[src/rtl/motor_if.sv]
// Keypad-side and display/motor-side signals of the motor sequencer, bundled as one port.
// The master modport is the keypad/controller side; the sequencer takes the slave modport.
interface motor_if #(
  parameter int unsigned N_MOT = 3,
  parameter int unsigned DEPTH = 4
);
  localparam int unsigned CntW = $clog2(DEPTH + 1);
  localparam int unsigned IdxW = (DEPTH > 1) ? $clog2(DEPTH) : 1;

  logic            key_valid;
  logic [3:0]      key_code;
  logic            enter;
  logic            abort;
  logic            repeat_en;
  logic [N_MOT-1:0] motores;
  logic            busy;
  logic [CntW-1:0] count;
  logic [IdxW-1:0] idx;
  logic            full;
  logic            err;

  modport master (
    output key_valid, key_code, enter, abort, repeat_en,
    input  motores, busy, count, idx, full, err
  );

  modport slave (
    input  key_valid, key_code, enter, abort, repeat_en,
    output motores, busy, count, idx, full, err
  );
endinterface

[src/rtl/motor_sequencer.sv]
// Buffers decoded key codes and plays them back as timed one-hot motor pulses
// separated by all-off gaps, with repeat, abort and clear handling.
module motor_sequencer #(
  parameter int unsigned N_MOT       = 3,
  parameter int unsigned DEPTH       = 4,
  parameter int unsigned STEP_CYCLES = 50_000_000,
  parameter int unsigned GAP_CYCLES  = 5_000_000
) (
  input logic    clk,
  input logic    reset,
  motor_if.slave bus
);
  localparam int unsigned CntW   = $clog2(DEPTH + 1);
  localparam int unsigned IdxW   = (DEPTH > 1) ? $clog2(DEPTH) : 1;
  localparam int unsigned CodeW  = (N_MOT > 1) ? $clog2(N_MOT) : 1;
  localparam int unsigned TimMax = (STEP_CYCLES > GAP_CYCLES) ? STEP_CYCLES : GAP_CYCLES;
  localparam int unsigned TimW   = $clog2(TimMax + 1);
  localparam logic [TimW-1:0]  StepLast = TimW'(STEP_CYCLES - 1);
  localparam logic [TimW-1:0]  GapLast  = TimW'((GAP_CYCLES > 0) ? GAP_CYCLES - 1 : 0);
  localparam logic [N_MOT-1:0] MotOne   = N_MOT'(1);
  localparam logic [3:0]       KeyClear = 4'hF;

  typedef enum logic [1:0] {StLoad, StOn, StGap} state_e;

  state_e           state_q, state_d;
  logic [TimW-1:0]  timer_q, timer_d;
  logic [IdxW-1:0]  idx_q, idx_d;
  logic [CntW-1:0]  count_q, count_d;
  logic [CodeW-1:0] entry_q [DEPTH];
  logic [CodeW-1:0] entry_d [DEPTH];
  logic [N_MOT-1:0] motores_q, motores_d;
  logic             busy_q, busy_d;
  logic             full_q, full_d;
  logic             err_q, err_d;
  logic             step_done;

  always_comb begin
    state_d   = state_q;
    timer_d   = timer_q;
    idx_d     = idx_q;
    count_d   = count_q;
    entry_d   = entry_q;
    err_d     = 1'b0;
    step_done = 1'b0;

    unique case (state_q)
      StLoad: begin
        if (bus.enter) begin
          // enter beats a simultaneous key; the key is dropped and flagged
          err_d = bus.key_valid || (count_q == '0);
          if (count_q != '0) begin
            idx_d   = '0;
            timer_d = '0;
            state_d = StOn;
          end
        end else if (bus.key_valid) begin
          if (bus.key_code == KeyClear) begin
            count_d = '0;
          end else if (32'(bus.key_code) < N_MOT && !full_q) begin
            entry_d[count_q[IdxW-1:0]] = bus.key_code[CodeW-1:0];
            count_d = count_q + CntW'(1);
          end else begin
            err_d = 1'b1;
          end
        end
      end
      StOn: begin
        if (timer_q == StepLast) begin
          timer_d = '0;
          if (GAP_CYCLES == 0) step_done = 1'b1;
          else                 state_d   = StGap;
        end else begin
          timer_d = timer_q + TimW'(1);
        end
      end
      StGap: begin
        if (timer_q == GapLast) begin
          timer_d   = '0;
          step_done = 1'b1;
        end else begin
          timer_d = timer_q + TimW'(1);
        end
      end
      default: state_d = StLoad;
    endcase

    if (step_done) begin
      if (CntW'(idx_q) + CntW'(1) < count_q) begin
        idx_d   = idx_q + IdxW'(1);
        state_d = StOn;
      end else if (bus.repeat_en) begin
        idx_d   = '0;
        state_d = StOn;
      end else begin
        idx_d   = '0;
        count_d = '0;
        state_d = StLoad;
      end
    end

    if (state_q != StLoad && bus.abort) begin
      state_d = StLoad;
      timer_d = '0;
      idx_d   = '0;
      count_d = '0;
    end
  end

  // Outputs are registered, so they are derived from the next-state values.
  always_comb begin
    motores_d = (state_d == StOn) ? (MotOne << entry_d[idx_d]) : '0;
    busy_d    = (state_d != StLoad);
    full_d    = (count_d == CntW'(DEPTH));
  end

  always_ff @(posedge clk) begin
    if (reset) begin
      state_q   <= StLoad;
      timer_q   <= '0;
      idx_q     <= '0;
      count_q   <= '0;
      entry_q   <= '{default: '0};
      motores_q <= '0;
      busy_q    <= 1'b0;
      full_q    <= 1'b0;
      err_q     <= 1'b0;
    end else begin
      state_q   <= state_d;
      timer_q   <= timer_d;
      idx_q     <= idx_d;
      count_q   <= count_d;
      entry_q   <= entry_d;
      motores_q <= motores_d;
      busy_q    <= busy_d;
      full_q    <= full_d;
      err_q     <= err_d;
    end
  end

  assign bus.motores = motores_q;
  assign bus.busy    = busy_q;
  assign bus.count   = count_q;
  assign bus.idx     = idx_q;
  assign bus.full    = full_q;
  assign bus.err     = err_q;
endmodule

[src/flat_wrapper.sv]
// flat-port wrapper written by rule: the top's interface ports become plain ports
module motor_sequencer_flat 
#(
  parameter int unsigned N_MOT       = 3,
  parameter int unsigned DEPTH       = 4,
  parameter int unsigned STEP_CYCLES = 50_000_000,
  parameter int unsigned GAP_CYCLES  = 5_000_000
)
  (clk, reset, bus_key_valid, bus_key_code, bus_enter, bus_abort, bus_repeat_en, bus_motores, bus_busy, bus_count, bus_idx, bus_full, bus_err);
  motor_if #(.N_MOT(N_MOT), .DEPTH(DEPTH)) bus_i ();
  input logic clk;
  input logic reset;
  input wire logic [$bits(bus_i.key_valid)-1:0] bus_key_valid;
  input wire logic [$bits(bus_i.key_code)-1:0] bus_key_code;
  input wire logic [$bits(bus_i.enter)-1:0] bus_enter;
  input wire logic [$bits(bus_i.abort)-1:0] bus_abort;
  input wire logic [$bits(bus_i.repeat_en)-1:0] bus_repeat_en;
  output wire logic [$bits(bus_i.motores)-1:0] bus_motores;
  output wire logic [$bits(bus_i.busy)-1:0] bus_busy;
  output wire logic [$bits(bus_i.count)-1:0] bus_count;
  output wire logic [$bits(bus_i.idx)-1:0] bus_idx;
  output wire logic [$bits(bus_i.full)-1:0] bus_full;
  output wire logic [$bits(bus_i.err)-1:0] bus_err;
  assign bus_i.key_valid = bus_key_valid;
  assign bus_i.key_code = bus_key_code;
  assign bus_i.enter = bus_enter;
  assign bus_i.abort = bus_abort;
  assign bus_i.repeat_en = bus_repeat_en;
  assign bus_motores = bus_i.motores;
  assign bus_busy = bus_i.busy;
  assign bus_count = bus_i.count;
  assign bus_idx = bus_i.idx;
  assign bus_full = bus_i.full;
  assign bus_err = bus_i.err;
  motor_sequencer #(.N_MOT(N_MOT), .DEPTH(DEPTH), .STEP_CYCLES(STEP_CYCLES), .GAP_CYCLES(GAP_CYCLES)) u_core (.clk(clk), .reset(reset), .bus(bus_i));
endmodule
[config.mk]
export PLATFORM = sky130hd
export DESIGN_NAME = motor_sequencer_flat
export DESIGN_NICKNAME = d
export VERILOG_FILES = /design/src/rtl/motor_if.sv /design/src/rtl/motor_sequencer.sv /design/src/flat_wrapper.sv
export SDC_FILE = /design/constraint.sdc
export NUM_CORES = 1
export LEC_CHECK = 0
export ABC_AREA = 1
export BUFFER_PORTS_ARGS = -buffer_cell sky130_fd_sc_hd__buf_2
export CORE_MARGIN = 2
export CORE_UTILIZATION = 30
export CTS_BUF_LIST = sky130_fd_sc_hd__clkbuf_16
export CTS_CLUSTER_SIZE = 14
export DETAILED_ROUTE_END_ITERATION = 10
export GPL_TIMING_DRIVEN = 1
export PLACE_DENSITY_LB_ADDON = 0.15
export SYNTH_ARGS = -nofsm -noshare
export SYNTH_HDL_FRONTEND = slang
export SYNTH_SLANG_ARGS = --single-unit
export TNS_END_PERCENT = 5
[constraint.sdc]
create_clock -name clk -period 2.7 [get_ports clk]
set_input_delay 0.405 -clock clk [delete_from_list [all_inputs] [get_ports clk]]
set_output_delay 0.405 -clock clk [all_outputs]
set_load 0.1 [all_outputs]
==> flow_summary_export.csv <==
group,metric,value,unit
cts,numCtsBuffers,5,
hold_path,hp-start,"bus_enter",
cts,cts_tree,"done",
synth,yosysUniqueCellTypes,42,
critical_path,critical_path_required,2.93,ns
power,p_leak,1.54,nW
layout,fin_nets,473,
synth,netlist_instances,429,
timing,slew_headroom,64.7,%
die,dieArea,11000,µm²
critical_path,critical_path.top_delay_family,"simple AND/OR/NAND/NOR gates",
cts,path_clk_slew,0.06,ns
drt,drt-pass1-iter-count,4,
drt,wire_per_inst,12.5,µm
timing,setup_viol,0,
synth,synth_top_area_cell,"dfxtp_1",
critical_path,ff2ff_path_depth,12,
critical_path,cp-start-kind,"flop",
critical_path,cpMaxStageDelayCell,"nand2_1",
synth,synth_edf_count,0,
cts,root_buffer,"clkbuf_16",
timing,period_needed,2.38,ns
place,io_buffers,20,
timing,finClkSkew,0.00778,ns
synth,synthTopCellsByArea,"dfxtp_1 31%, nand2_1 10%, nor2_1 6.7%",
place,dp_hpwl,5.89,mm
cts,post-cts-setup-buffers,0,
critical_path,worstReg2RegStart,"u_core.state_q[0]",
synth,synth_top_cell_area_share,30.7,%
die,die_h,105,µm
timing,rsz0062_at_grt,"no",
drt,postRouteAntennaNets,0,
critical_path,cp_common_cell,"nor2_1",
hold_path,hold_depth,3,
drt,drc,0,
critical_path,worst-path-buf-inv,4,
global_routing,antenna_found_initial,0,
synth,synth.avg_cell_area,7.15,µm²
timing,drv_slew,0,
power,power.total,1.60,mW
critical_path,cpPeakStageDelay,0.35,ns
hold_path,hold_class,"in2reg",
critical_path,worst_setup_path_end_kind,"flop",
global_routing,grt_use_total,14.1,%
synth,synthArstFlopShare,0,%
layout,antenna_cells,0,
critical_path,worstPathArrival,2.61,ns
synth,ys.warnings.count,0,
cts,ctsHoldBuffers,0,
drt,vias_per_cell,4.49,
critical_path,crit_start,"u_core.state_q[0]",
drt,drt-total-wl,7.33,mm
layout,area_delta_synth_final,13.8,%
global_routing,grt_pass1_vias,2536,
power,power.density,457,nW/µm²
power,vdd_drop_max,237,µV
critical_path,crit_type,"reg2reg",
synth,synth.most_common_cell,"nand2_1",
synth,syn-cell-area,3070,µm²
cts,cts_buffer_depth,2,
synth,synth_ff_type,"dfxtp_1",
global_routing,grt_max_degree,19,
critical_path,critPathMaxFanout,11,
timing,finalSetupTns,0,ns
global_routing,grt_pass1_wl,12.5,mm
place,routabilityCongestion,0.802,
cts,cts_repair_resize_count,0,
flow_run,max_cap_violations,0,
place,dp_slack,0.289,ns
timing,hold_violations,0,
layout,drive_gt1_share,22.1,%
die,num_rows,36,
status,outcome,"complete, no violations",
drt,drt_iter0_drc,129,
die,start_util,31.1,%
critical_path,crit_chain,"inv_1 -> ha_1 -> inv_2 -> nand2_1 -> inv_2 -> nor2_4 -> inv_1 -> nor2_1 -> nand2_1 -> nor2_1 -> nand3_2 -> nor2_1",
synth,synth_common_cells,"84 x nand2_1, 55 x nor2_1, 47 x dfxtp_1",
die,die_w,105,µm
timing,fmaxAchievable,421,MHz
timing,setup_ws,0.323,ns
global_routing,grt_overflow,0,
drt,vias,2625,
cts,insertion_delay,0.30,ns
timing,fin_crit_sh,88.1,%
cts,cts_max_level,2,
cts,clkSinkCount,47,
timing,worstMarginPinSlew,0.524,ns
critical_path,cp.depth,12,
die,core,9860,µm²
synth,ys_seq_area_share,30.7,%
die,pin_count,21,
synth,yosys_register_bits,47,
synth,synth_nets,451,
layout,fillers,1050,
## through the flow
step | util (%) | std cells | area [µm²] | hold WS (ns)
finish | 35.4 | 585 | 3490 | 0.473
global route | 35.4 | 585 | 3490 | 0.489
CTS | 35.4 | 585 | 3490 | 0.477
detailed placement | 33.4 | 577 | 3290 | 0.479
global placement | 33.4 | 577 | 3290 | 0.477
floorplan | - | 429 | 3070 | 0.463
## logic make-up (layout without fill, tap and decap cells)
family | count (synthesis) | in the layout | share of synthesized area (%)
AND/OR/NAND/NOR | 255 | 255 | 44.8
buffers and inverters | 62 | 85 | 8.20
flip-flops | 47 | 47 | 30.7
AO/OA/AOI/OAI | 39 | 39 | 7.31
adder cells (fa/ha/maj) | 12 | 12 | 4.90
XOR/XNOR | 12 | 12 | 3.43
multiplexers | 2 | 2 | 0.653
## path summary, 6_finish.rpt
| kind | slack, ns | endpoint |
|---|---|---|
| max reg2reg | 0.32 | u_core.bus.motores[0] |
| min | 0.47 | u_core.bus.err |
| max | 0.32 | u_core.bus.motores[0] |
| min reg2reg | 0.49 | u_core.timer_q[1] |
## placed cells by master (no fill, tap or decap), drive strengths merged, types with 2 or more instances in the layout
cell,n
a31oi,3
nor3,12
buf,20
nor2,81
o211ai,3
dfxtp,47
bufinv,2
clkbuf,5
nand4,14
nand3,31
mux2i,2
nand2,107
a21oi,11
o21ai,18
xor2,9
nor3b,3
inv,57
and2,2
ha,12
xnor2,3
nor4,3
or2,2
## final cells by class
cell class	instances	area (µm²)	area share (%)
multi-input cells	320	1870	53.7
flip-flops and latches	47	941	27.0
inverters	57	214	6.14
well taps	133	166	4.77
clock buffers	5	125	3.59
repair buffers	20	100	2.87
clock inverters	3	67.6	1.94
## sequential cells by signal, indices dropped and copies added, names as in the netlist
signal	count
u_core.timer_q	26
u_core.entry_q	8
u_core.bus.count	3
u_core.bus.motores	3
u_core.bus.idx	2
u_core.state_q	2
u_core.bus.busy	1
u_core.bus.err	1
u_core.bus.full	1
## layer usage
layer | track usage [%] | vias up | part of all wire (%)
met1 | 19.8 | 1146 | 51
met3 | 3.43 | 8 | 4.8
met2 | 22.0 | 44 | 43
met4 | 2.95 | 0 | 1.1
met5 | 0 | - | 0
li1 | - | 1427 | -
## tightest hold or removal path, stage by stage
cell and delay, ns:
buf_2 0.12, a32oi_1 0.06, nor3_1 0.13
## power by group
part,switching [mW],leakage [nW],internal [mW]
Sequential,0.00193,0.379,0.697
Combinational,0.0690,1.07,0.0224
Clock,0.275,0.0900,0.530
Total,0.346,1.54,1.25
Note: power is estimated with default switching activity, not from simulation.
